--- src/rtl/ita_output_stage.sv ---
// ----------------------------------------------------------------------------
// ita_output_stage
//
// Output stage behind the ITA activation unit. The stage buffers full result
// rows of N*WI bits in a circular FIFO. It splits each row into BEATS output
// beats of OUT_ELEMS elements, and it forwards the end-of-tile marker on the
// final beat of a tagged row. It also reports occupancy and an almost-full
// credit so the controller can throttle before in-flight results overflow.
//
// Optional build macro: ITA_OUT_MONITOR_EN
//   defined   -> usage_max_o (high-water mark) and overflow_o (sticky) are live
//   undefined -> both outputs are tied to 0 and their registers are removed
//
// Ports:
//   clk_i          clock, rising edge
//   rst_i          asynchronous active-high reset
//   flush_i        synchronous clear of all contents (highest priority)
//   push_valid_i   input row valid
//   push_ready_o   input row accepted (= !full && !flush_i)
//   push_data_i    input row, element 0 in the LSBs
//   push_last_i    input row closes a tile
//   almost_full_o  usage_o >= ALMOST_FULL_TH
//   valid_o        output beat valid
//   ready_i        sink ready
//   oup_o          output beat data, '0 while valid_o is low
//   last_o         final beat of a row pushed with push_last_i
//   usage_o        FIFO entries held, excluding the beat register
//   usage_max_o    high-water mark of usage_o
//   overflow_o     sticky: a push was attempted while full
// ----------------------------------------------------------------------------
module ita_output_stage #(
  parameter int N              = 16,
  parameter int WI             = 8,
  parameter int FIFO_DEPTH     = 8,
  parameter int OUT_ELEMS      = 16,
  parameter int ALMOST_FULL_TH = FIFO_DEPTH - 2
) (
  input  logic                               clk_i,
  input  logic                               rst_i,
  input  logic                               flush_i,
  input  logic                               push_valid_i,
  output logic                               push_ready_o,
  input  logic [N*WI-1:0]                    push_data_i,
  input  logic                               push_last_i,
  output logic                               almost_full_o,
  output logic                               valid_o,
  input  logic                               ready_i,
  output logic [OUT_ELEMS*WI-1:0]            oup_o,
  output logic                               last_o,
  output logic [$clog2(FIFO_DEPTH+1)-1:0]    usage_o,
  output logic [$clog2(FIFO_DEPTH+1)-1:0]    usage_max_o,
  output logic                               overflow_o
);

  localparam int ROW_W = N * WI;
  localparam int OUT_W = OUT_ELEMS * WI;
  localparam int BEATS = N / OUT_ELEMS;
  localparam int UW    = $clog2(FIFO_DEPTH + 1);
  localparam int PW    = $clog2(FIFO_DEPTH);
  localparam int BW    = (BEATS > 1) ? $clog2(BEATS) : 1;

  localparam logic [UW-1:0] FULL_CNT  = UW'(FIFO_DEPTH);
  localparam logic [UW-1:0] AF_TH     = UW'(ALMOST_FULL_TH);
  localparam logic [PW-1:0] LAST_PTR  = PW'(FIFO_DEPTH - 1);
  localparam logic [BW-1:0] LAST_BEAT = BW'(BEATS - 1);

  typedef enum logic {IDLE, STREAM} state_t;

  logic [ROW_W:0]  mem [FIFO_DEPTH];
  logic [PW-1:0]   wr_ptr;
  logic [PW-1:0]   rd_ptr;
  logic [UW-1:0]   count;
  logic [UW-1:0]   count_next;
  logic            full;
  logic            empty;
  logic            do_push;
  logic            do_pop;

  state_t          state;
  logic [BW-1:0]   beat;
  logic [ROW_W-1:0] row_data;
  logic            row_last;
  logic            last_beat;

  assign full      = (count == FULL_CNT);
  assign empty     = (count == '0);
  assign last_beat = (beat == LAST_BEAT);

  // Ready never looks ahead to a same-cycle pop, so it depends on the
  // registered full flag and flush only.
  assign push_ready_o = !full && !flush_i;
  assign do_push      = push_valid_i && push_ready_o;

  // The head row leaves the FIFO either to fill an empty beat register or
  // back-to-back when the final beat of the current row is accepted.
  assign do_pop = !flush_i && !empty &&
                  ((state == IDLE) || (ready_i && last_beat));

  // Pointers wrap explicitly so that non-power-of-two depths work.
  function automatic logic [PW-1:0] next_ptr(input logic [PW-1:0] p);
    return (p == LAST_PTR) ? '0 : p + PW'(1);
  endfunction

  // Row storage carries no reset: contents are only visible through count.
  always_ff @(posedge clk_i) begin
    if (do_push) begin
      mem[wr_ptr] <= {push_last_i, push_data_i};
    end
  end

  // Next occupancy, shared by the counter and the high-water mark.
  always_comb begin
    count_next = count;
    if (flush_i) begin
      count_next = '0;
    end else if (do_push && !do_pop) begin
      count_next = count + UW'(1);
    end else if (!do_push && do_pop) begin
      count_next = count - UW'(1);
    end
  end

  // FIFO pointers and occupancy.
  always_ff @(posedge clk_i or posedge rst_i) begin
    if (rst_i) begin
      wr_ptr <= '0;
      rd_ptr <= '0;
      count  <= '0;
    end else begin
      count <= count_next;
      if (flush_i) begin
        wr_ptr <= '0;
        rd_ptr <= '0;
      end else begin
        if (do_push) wr_ptr <= next_ptr(wr_ptr);
        if (do_pop)  rd_ptr <= next_ptr(rd_ptr);
      end
    end
  end

  // Serializer: holds one row and walks the beat counter on each accepted
  // beat, refilling from the FIFO in the same cycle as the final beat.
  always_ff @(posedge clk_i or posedge rst_i) begin
    if (rst_i) begin
      state    <= IDLE;
      beat     <= '0;
      row_data <= '0;
      row_last <= 1'b0;
    end else if (flush_i) begin
      state <= IDLE;
      beat  <= '0;
    end else begin
      case (state)
        IDLE: begin
          if (!empty) begin
            {row_last, row_data} <= mem[rd_ptr];
            beat  <= '0;
            state <= STREAM;
          end
        end
        STREAM: begin
          if (ready_i) begin
            if (!last_beat) begin
              beat <= beat + BW'(1);
            end else if (!empty) begin
              {row_last, row_data} <= mem[rd_ptr];
              beat <= '0;
            end else begin
              beat  <= '0;
              state <= IDLE;
            end
          end
        end
        default: begin
          state <= IDLE;
          beat  <= '0;
        end
      endcase
    end
  end

  assign valid_o       = (state == STREAM);
  assign oup_o         = valid_o ? row_data[int'(beat)*OUT_W +: OUT_W] : '0;
  assign last_o        = valid_o && last_beat && row_last;
  assign usage_o       = count;
  assign almost_full_o = (count >= AF_TH);

`ifdef ITA_OUT_MONITOR_EN
  logic [UW-1:0] usage_max;
  logic          overflow;

  // High-water mark tracks the next occupancy so it never lags usage_o.
  always_ff @(posedge clk_i or posedge rst_i) begin
    if (rst_i) begin
      usage_max <= '0;
      overflow  <= 1'b0;
    end else if (flush_i) begin
      usage_max <= '0;
      overflow  <= 1'b0;
    end else begin
      if (count_next > usage_max) usage_max <= count_next;
      if (push_valid_i && full)   overflow  <= 1'b1;
    end
  end

  assign usage_max_o = usage_max;
  assign overflow_o  = overflow;
`else
  assign usage_max_o = '0;
  assign overflow_o  = 1'b0;
`endif

endmodule

--- config.mk ---
export PLATFORM = sky130hd
export DESIGN_NAME = ita_output_stage
export DESIGN_NICKNAME = d
export VERILOG_FILES = /design/src/rtl/ita_output_stage.sv
export SDC_FILE = /design/constraint.sdc
export NUM_CORES = 1
export LEC_CHECK = 0
export CORE_MARGIN = 3
export CORE_UTILIZATION = 40
export CTS_BUF_LIST = sky130_fd_sc_hd__clkbuf_8 sky130_fd_sc_hd__clkbuf_16
export CTS_CLUSTER_DIAMETER = 100
export DETAILED_ROUTE_END_ITERATION = 10
export DONT_BUFFER_PORTS = 1
export SYNTH_ARGS = -nofsm -noshare
export SYNTH_HDL_FRONTEND = slang
export SYNTH_SLANG_ARGS = --single-unit
--- constraint.sdc ---
create_clock -name clk_i -period 15.11 [get_ports clk_i]
set_clock_uncertainty 0.2 [all_clocks]
set_input_delay 1.511 -clock clk_i [delete_from_list [all_inputs] [get_ports clk_i]]
set_output_delay 1.511 -clock clk_i [all_outputs]
set_load 0.005 [all_outputs]
==> results.json, run 1 <==
{
  "yosys.area.top_type": "edfxtp_1",
  "maxCapViolations": 0,
  "power.density_nw_per_um2": 170,
  "crit_path_max_fanout": 86,
  "io_buffers": 0,
  "die_w_um": 341,
  "clk_latency_ns": 0.73,
  "cts_tree": "done",
  "worstSetupStartpoint": "valid_o$_DFF_PP0_",
  "drt-pass1-iter-count": 5,
  "tightest_slew_ns": 1.12,
  "yosysWarnings": 0,
  "start_util_pct": 40.4,
  "worst_setup_path_end_kind": "output port",
  "min_to": "row_data[103]$_DFFE_PP0P_",
  "final_nets": 2335,
  "setup_viol": 0,
  "root_buffer": "clkbuf_16",
  "crit_required_ns": 13.40,
  "reg2reg_from": "rd_ptr[1]$_DFFE_PP0P_",
  "relSlewSlack_pct": 25.4,
  "ys_seq_area_share_pct": 76.9,
  "cts_max_level": 4,
  "hold_class": "reg -> reg",
  "fin_crit_sh_pct": 29.0,
  "critical_path_arrival_ns": 2.66,
  "cts_buffers": 130,
  "ant_nets": 0,
  "dieArea_um2": 116000,
  "core-area_um2": 111000,
  "n_fill_cell": 9238,
  "hp-start": "row_data[103]$_DFFE_PP0P_",
  "final-hold-violation-count": 0,
  "status": "finished clean",
  "synthToLayoutAreaGrowth_pct": 12.8,
  "synth_area_leaders": "edfxtp_1 (69%), mux4_2 (13%), dfrtp_1 (7.8%)",
  "ioPinCount": 275,
  "crit_type": "reg -> out",
  "cts_resized": 0,
  "vias_per_cell": 5.31,
  "syn_area_um2": 44800,
  "p_leak_nw": 16.2,
  "final-max-slew-violation-count": 0,
  "timing.rr.end": "row_data[41]$_DFFE_PP0P_",
  "grt_max_degree": 179,
  "clock_path_buffers": 3,
  "r2r_cells": 5,
  "num_rows": 122,
  "dieHeight_um": 341,
  "gr-total-overflow": 0,
  "drive_gt1_share_pct": 22.8,
  "vias": 20100,
  "synth_top_area_share_pct": 69.1,
  "async_flop_share_pct": 11.9,
  "fmax_mhz": 229,
  "grt_pass1_vias": 21800,
  "clock-sinks": 1172,
  "antenna_found_initial": 5,
  "wl_per_cell_um": 25.8,
  "dp_hpwl_um": 52600,
  "post_cts.repair.setup_buffers": 0,
  "total_power_mw": 8.59,
  "drc": 0,
  "synth_edf_count": 1032,
  "clkTransAtPathRegs_ns": 0.06,
  "start_kind": "register",
  "wl_um": 97900,
  "grtUsageTotal_pct": 17.0,
  "hold_depth": 2,
  "yosys_register_bits": 1172,
  "antenna_cells": 0,
  "yosys.cell_types.count": 41,
  "fin_tns_setup_ns": 0,
  "ir_drop_v": 0.000143,
  "syn_inst": 2149,
  "synth_ff_type": "edfxtp_1",
  "rsz0062_at_grt": "no",
  "r2r_slack_ns": 10.97,
  "drt_iter0_markers": 1401,
  "cts_hold_buf": 0,
  "place_congestion": 0.722,
  "synth_area_per_cell_um2": 20.9,
  "grt_pass1_wl_um": 145000,
  "fin_crit_ns": 4.38
}
==> critical path: stages (launching register included) <==
cell,delay [ns]
dfrtp_4,0.66
buf_4,0.73
and2_1,0.47
==> kinds of logic (layout without fill, tap and decap cells) <==
| family | after synthesis | count (layout) | share of synthesized area (%) |
|---|---|---|---|
| flops | 1172 | 1172 | 76.9 |
| mux | 387 | 387 | 15.8 |
| simple gates | 305 | 305 | 3.44 |
| compound gates | 144 | 144 | 1.96 |
| buf+inv | 131 | 278 | 1.59 |
| fa+ha+maj | 6 | 6 | 0.184 |
| xor+xnor | 3 | 3 | 0.0586 |
| other cells | 1 | 5 | 0.00836 |
==> layout by cell type, fill, tap and decap left out, types with 5 or more instances in the layout <==
master,netlist,routed
dfrtp_1,140,136
conb_1,1,5
buf_12,1,5
clkinv_8,0,6
mux4_2,258,258
clkinv_1,0,19
buf_4,8,29
ha_1,5,5
inv_6,0,8
o21ai_2,34,34
edfxtp_1,1032,1032
o211ai_1,5,5
clkbuf_16,0,133
clkinv_2,0,13
bufinv_16,0,7
mux2i_1,129,129
and2_1,129,129
inv_1,7,43
nand2_1,141,141
clkbuf_8,0,11
o21ai_0,84,84
o21ai_1,13,13
nand3_1,5,5
==> area by class of cell <==
type,count,area (µm²),share of cell area (%)
inverter,7,31.3,0.0618
multi-input combinational,850,9710,19.2
sequential,1172,34500,68.2
timing repair buffer,34,318,0.628
clock inverter,93,677,1.34
clock buffer,144,3480,6.88
tap,1488,1860,3.68
==> where the power goes <==
part	internal, mW	switching [mW]	total, mW	leakage [nW]
logic	0.753	0.816	1.57	2.96
registers	3.78	0.226	4.00	11.1
clock network	1.77	1.24	3.01	2.18
total	6.31	2.28	8.59	16.2
==> state kept, by name, summed over array words and instances, names as in the netlist <==
name / count
row_last: 1
rd_ptr: 3
usage_o: 4
valid_o: 1
row_data: 128
mem: 1032
wr_ptr: 3
==> per-stage QoR <==
step / util [%] / std cells / area, µm² / setup slack (ns) / hold WS (ns)
2_1_floorplan: - / 2153 / 44900 / 3.19 / 0.241
3_3_place_gp: 41.8 / 3551 / 46400 / 10.37 / 0.257
3_5_place_dp: 41.8 / 3551 / 46400 / 10.43 / 0.263
4_1_cts: 45.6 / 3788 / 50600 / 10.58 / 0.275
5_1_grt: 45.6 / 3788 / 50600 / 10.49 / 0.299
6_report: 45.6 / 3788 / 50600 / 10.73 / 0.269
==> worst max path at each step <==
stage	end	slack, ns	cells after the start
after floorplan	mem[2][0]$_DFFE_PP_	3.19	4
after global placement	mem[3][16]$_DFFE_PP_	10.37	5
after detailed placement	mem[3][15]$_DFFE_PP_	10.43	5
after CTS	oup_o[108]	10.58	2
after global routing	oup_o[108]	10.49	2
final	oup_o[108]	10.73	2
==> cell usage after synthesis (8+ instances only) <==
| library cell | n |
|---|---|
| buf_4 | 8 |
| clkbuf_1 | 58 |
| and2_1 | 129 |
| buf_8 | 9 |
| o21ai_0 | 84 |
| buf_2 | 34 |
| dfrtp_1 | 140 |
| mux2i_1 | 129 |
| mux4_2 | 258 |
| edfxtp_1 | 1032 |
| nand2_1 | 141 |
| o21ai_1 | 13 |
| o21ai_2 | 34 |
==> per-layer routing <==
| layer | GRT usage (%) | up-vias | wire (µm) |
|---|---|---|---|
| met3 | 5.36 | 163 | 6740 |
| met1 | 21.0 | 10700 | 39400 |
| met5 | 0 | - | 0 |
| met4 | 5.49 | 0 | 2530 |
| met2 | 28.6 | 487 | 49200 |
| li1 | - | 8736 | - |
(Power assumes the default switching activity.)
==> run 2: changes to the inputs <==
==> constraint.sdc (replaced) <==
create_clock -name clk_i -period 4.35 [get_ports clk_i]
set_clock_uncertainty 0.2 [all_clocks]
set_input_delay 0.435 -clock clk_i [delete_from_list [all_inputs] [get_ports clk_i]]
set_output_delay 0.435 -clock clk_i [all_outputs]
set_load 0.005 [all_outputs]
==> run 2 against run 1 <==
Net effect: sequential power grew to 3.4 times the previous value; largest cell class unchanged; sequential cell count stayed put; cell area grew 3.6%; first-iteration DRC count grew 17%; register-to-register slack lost 10 ns; wire length is 1.3% lower; combinational power grew to 3.8 times the previous value.
==> results.json, run 2 (synthesis results as in run 1) <==
{
  "status": "finished clean",
  "timing.hold.ws_ns": 0.0824,
  "die_w_um": 341,
  "largest_reg_flops": 1032,
  "start_util_pct": 40.4,
  "final_nets": 2485,
  "final-max-slew-violation-count": 0,
  "layout_commonest_cell": "edfxtp_1",
  "setup_viol": 0,
  "rsz0062_at_grt": "no",
  "ant_nets": 0,
  "wl_um": 96600,
  "dieArea_um2": 116000,
  "drt_iter0_markers": 1638,
  "dp_hpwl_um": 52900,
  "p_leak_nw": 16.9,
  "grtUsageTotal_pct": 16.7,
  "synthToLayoutAreaGrowth_pct": 16.8,
  "clk_latency_ns": 0.68,
  "clkPwrFrac_pct": 34.1,
  "post_cts.repair.setup_buffers": 0,
  "drc": 0,
  "wl_per_cell_um": 24.5,
  "fin_crit_ns": 3.42,
  "cts_resized": 0,
  "place_congestion": 0.767,
  "crit_type": "reg -> reg",
  "antenna_found_initial": 9,
  "seqPwrFrac_pct": 45.9,
  "power.density_nw_per_um2": 572,
  "start_kind": "register",
  "ir_drop_v": 0.000414,
  "fmax_mhz": 293,
  "worstSetupStartpoint": "usage_o[2]$_DFFE_PP0P_",
  "core-area_um2": 111000,
  "maxCapViolations": 0,
  "grt_pass1_vias": 22200,
  "drt-pass1-iter-count": 6,
  "cts_max_level": 3,
  "final-hold-violation-count": 0,
  "grt_max_degree": 110,
  "drive_gt1_share_pct": 22.8,
  "switching_share_pct": 26.7,
  "internal-power_mw": 22.0,
  "n_fill_cell": 9129,
  "power.switching_mw": 7.99,
  "p_comb_share_pct": 20.1,
  "critical_path_arrival_ns": 3.81,
  "top_register": "mem",
  "tightest_slew_ns": 1.09,
  "relSlewSlack_pct": 26.9,
  "vias": 20800,
  "fin_crit_sh_pct": 78.6,
  "reg2reg_from": "usage_o[2]$_DFFE_PP0P_",
  "gr-total-overflow": 0,
  "instances_no_fill": 3948,
  "final_cell_mix": "edfxtp_1 (1032), mux4_2 (258), nand2_1 (140)",
  "dp_cells": 3578,
  "vias_per_cell": 5.27,
  "clkTransAtPathRegs_ns": 0.06,
  "worst_setup_path_end_kind": "register",
  "io_buffers": 0,
  "crit_path_max_fanout": 8,
  "num_rows": 122,
  "ioPinCount": 275,
  "root_buffer": "clkbuf_16",
  "crit_required_ns": 4.74,
  "dieHeight_um": 341,
  "fin_tns_setup_ns": 0,
  "cts_buffers": 120,
  "clock-sinks": 1172,
  "hold_class": "in -> async",
  "clock_path_buffers": 3,
  "grt_pass1_wl_um": 145000,
  "cts_tree": "done"
}
## run 2: cell types whose count changed in the layout (fill, tap and decap cells not counted), moves of 9 or more
cell	before	now
diode_2	0	9
dlygate4sd3_1	0	133
clkbuf_16	133	124
inv_1	43	28
buf_12	5	34
clkinv_2	13	30
## run 2: final timing paths
path,endpoint,slack (ns),cells past startpoint
min,row_data[72]$_DFFE_PP0P_,0.08,2
max reg2reg,usage_o[3]$_DFFE_PP0P_,0.93,7
max,usage_o[3]$_DFFE_PP0P_,0.93,7
min in group clk_i,row_data[25]$_DFFE_PP0P_,0.27,2
max in group asynchronous,rd_ptr[2]$_DFFE_PP0P_,2.90,3
min reg2reg,row_data[25]$_DFFE_PP0P_,0.27,2
## run 2: power groups by stage
stage	sequential [mW]	clock, mW	combinational, mW
after floorplan	13.6	0	4.80
after global placement	14.0	0	5.87
after detailed placement	14.0	0	5.96
after CTS	13.8	10.4	6.19
after global routing	13.8	10.9	6.64
final	13.7	10.2	6.01
## run 2: final cells by class
cell class	count	area [µm²]	share of cell area, %
sequential	1172	34500	65.9
inverter	7	30.0	0.0573
multi-input combinational	850	9760	18.6
tap	1488	1860	3.55
clock buffer	131	3200	6.11
antenna	9	22.5	0.0430
timing repair buffer	194	2210	4.23
clock inverter	97	793	1.51
## run 2: repair_timing
action,4_1_cts,5_1_grt
endpoints found under the setup margin,0,0
hold endpoints to repair,1146,0
hold buffers,133,0
## run 2: critical path: stages (launching register included)
cell	delay (ns)
dfrtp_1	0.49
or4_1	0.71
a211o_1	0.45
ha_1	0.37
a21oi_1	0.27
nand2_1	0.14
or4_1	0.49
a41oi_1	0.22
## run 2: metrics by stage
stage	area [µm²]	utilization (%)	total power, mW	setup WS, ns
after floorplan	45000	-	18.4	-1.40
after global routing	52400	47.2	31.4	0.792
after CTS	52400	47.2	30.4	0.887
final	52400	47.2	30.0	0.932
after detailed placement	47000	42.4	19.9	1.03
after global placement	47000	42.4	19.8	1.05
## run 2: layer usage
metal,track usage (%),up-vias,wire [µm]
met1,22.5,11100,41800
met2,28.3,504,48400
met5,0,-,0
li1,-,9041,-
met4,4.69,0,1980
met3,2.72,136,4400
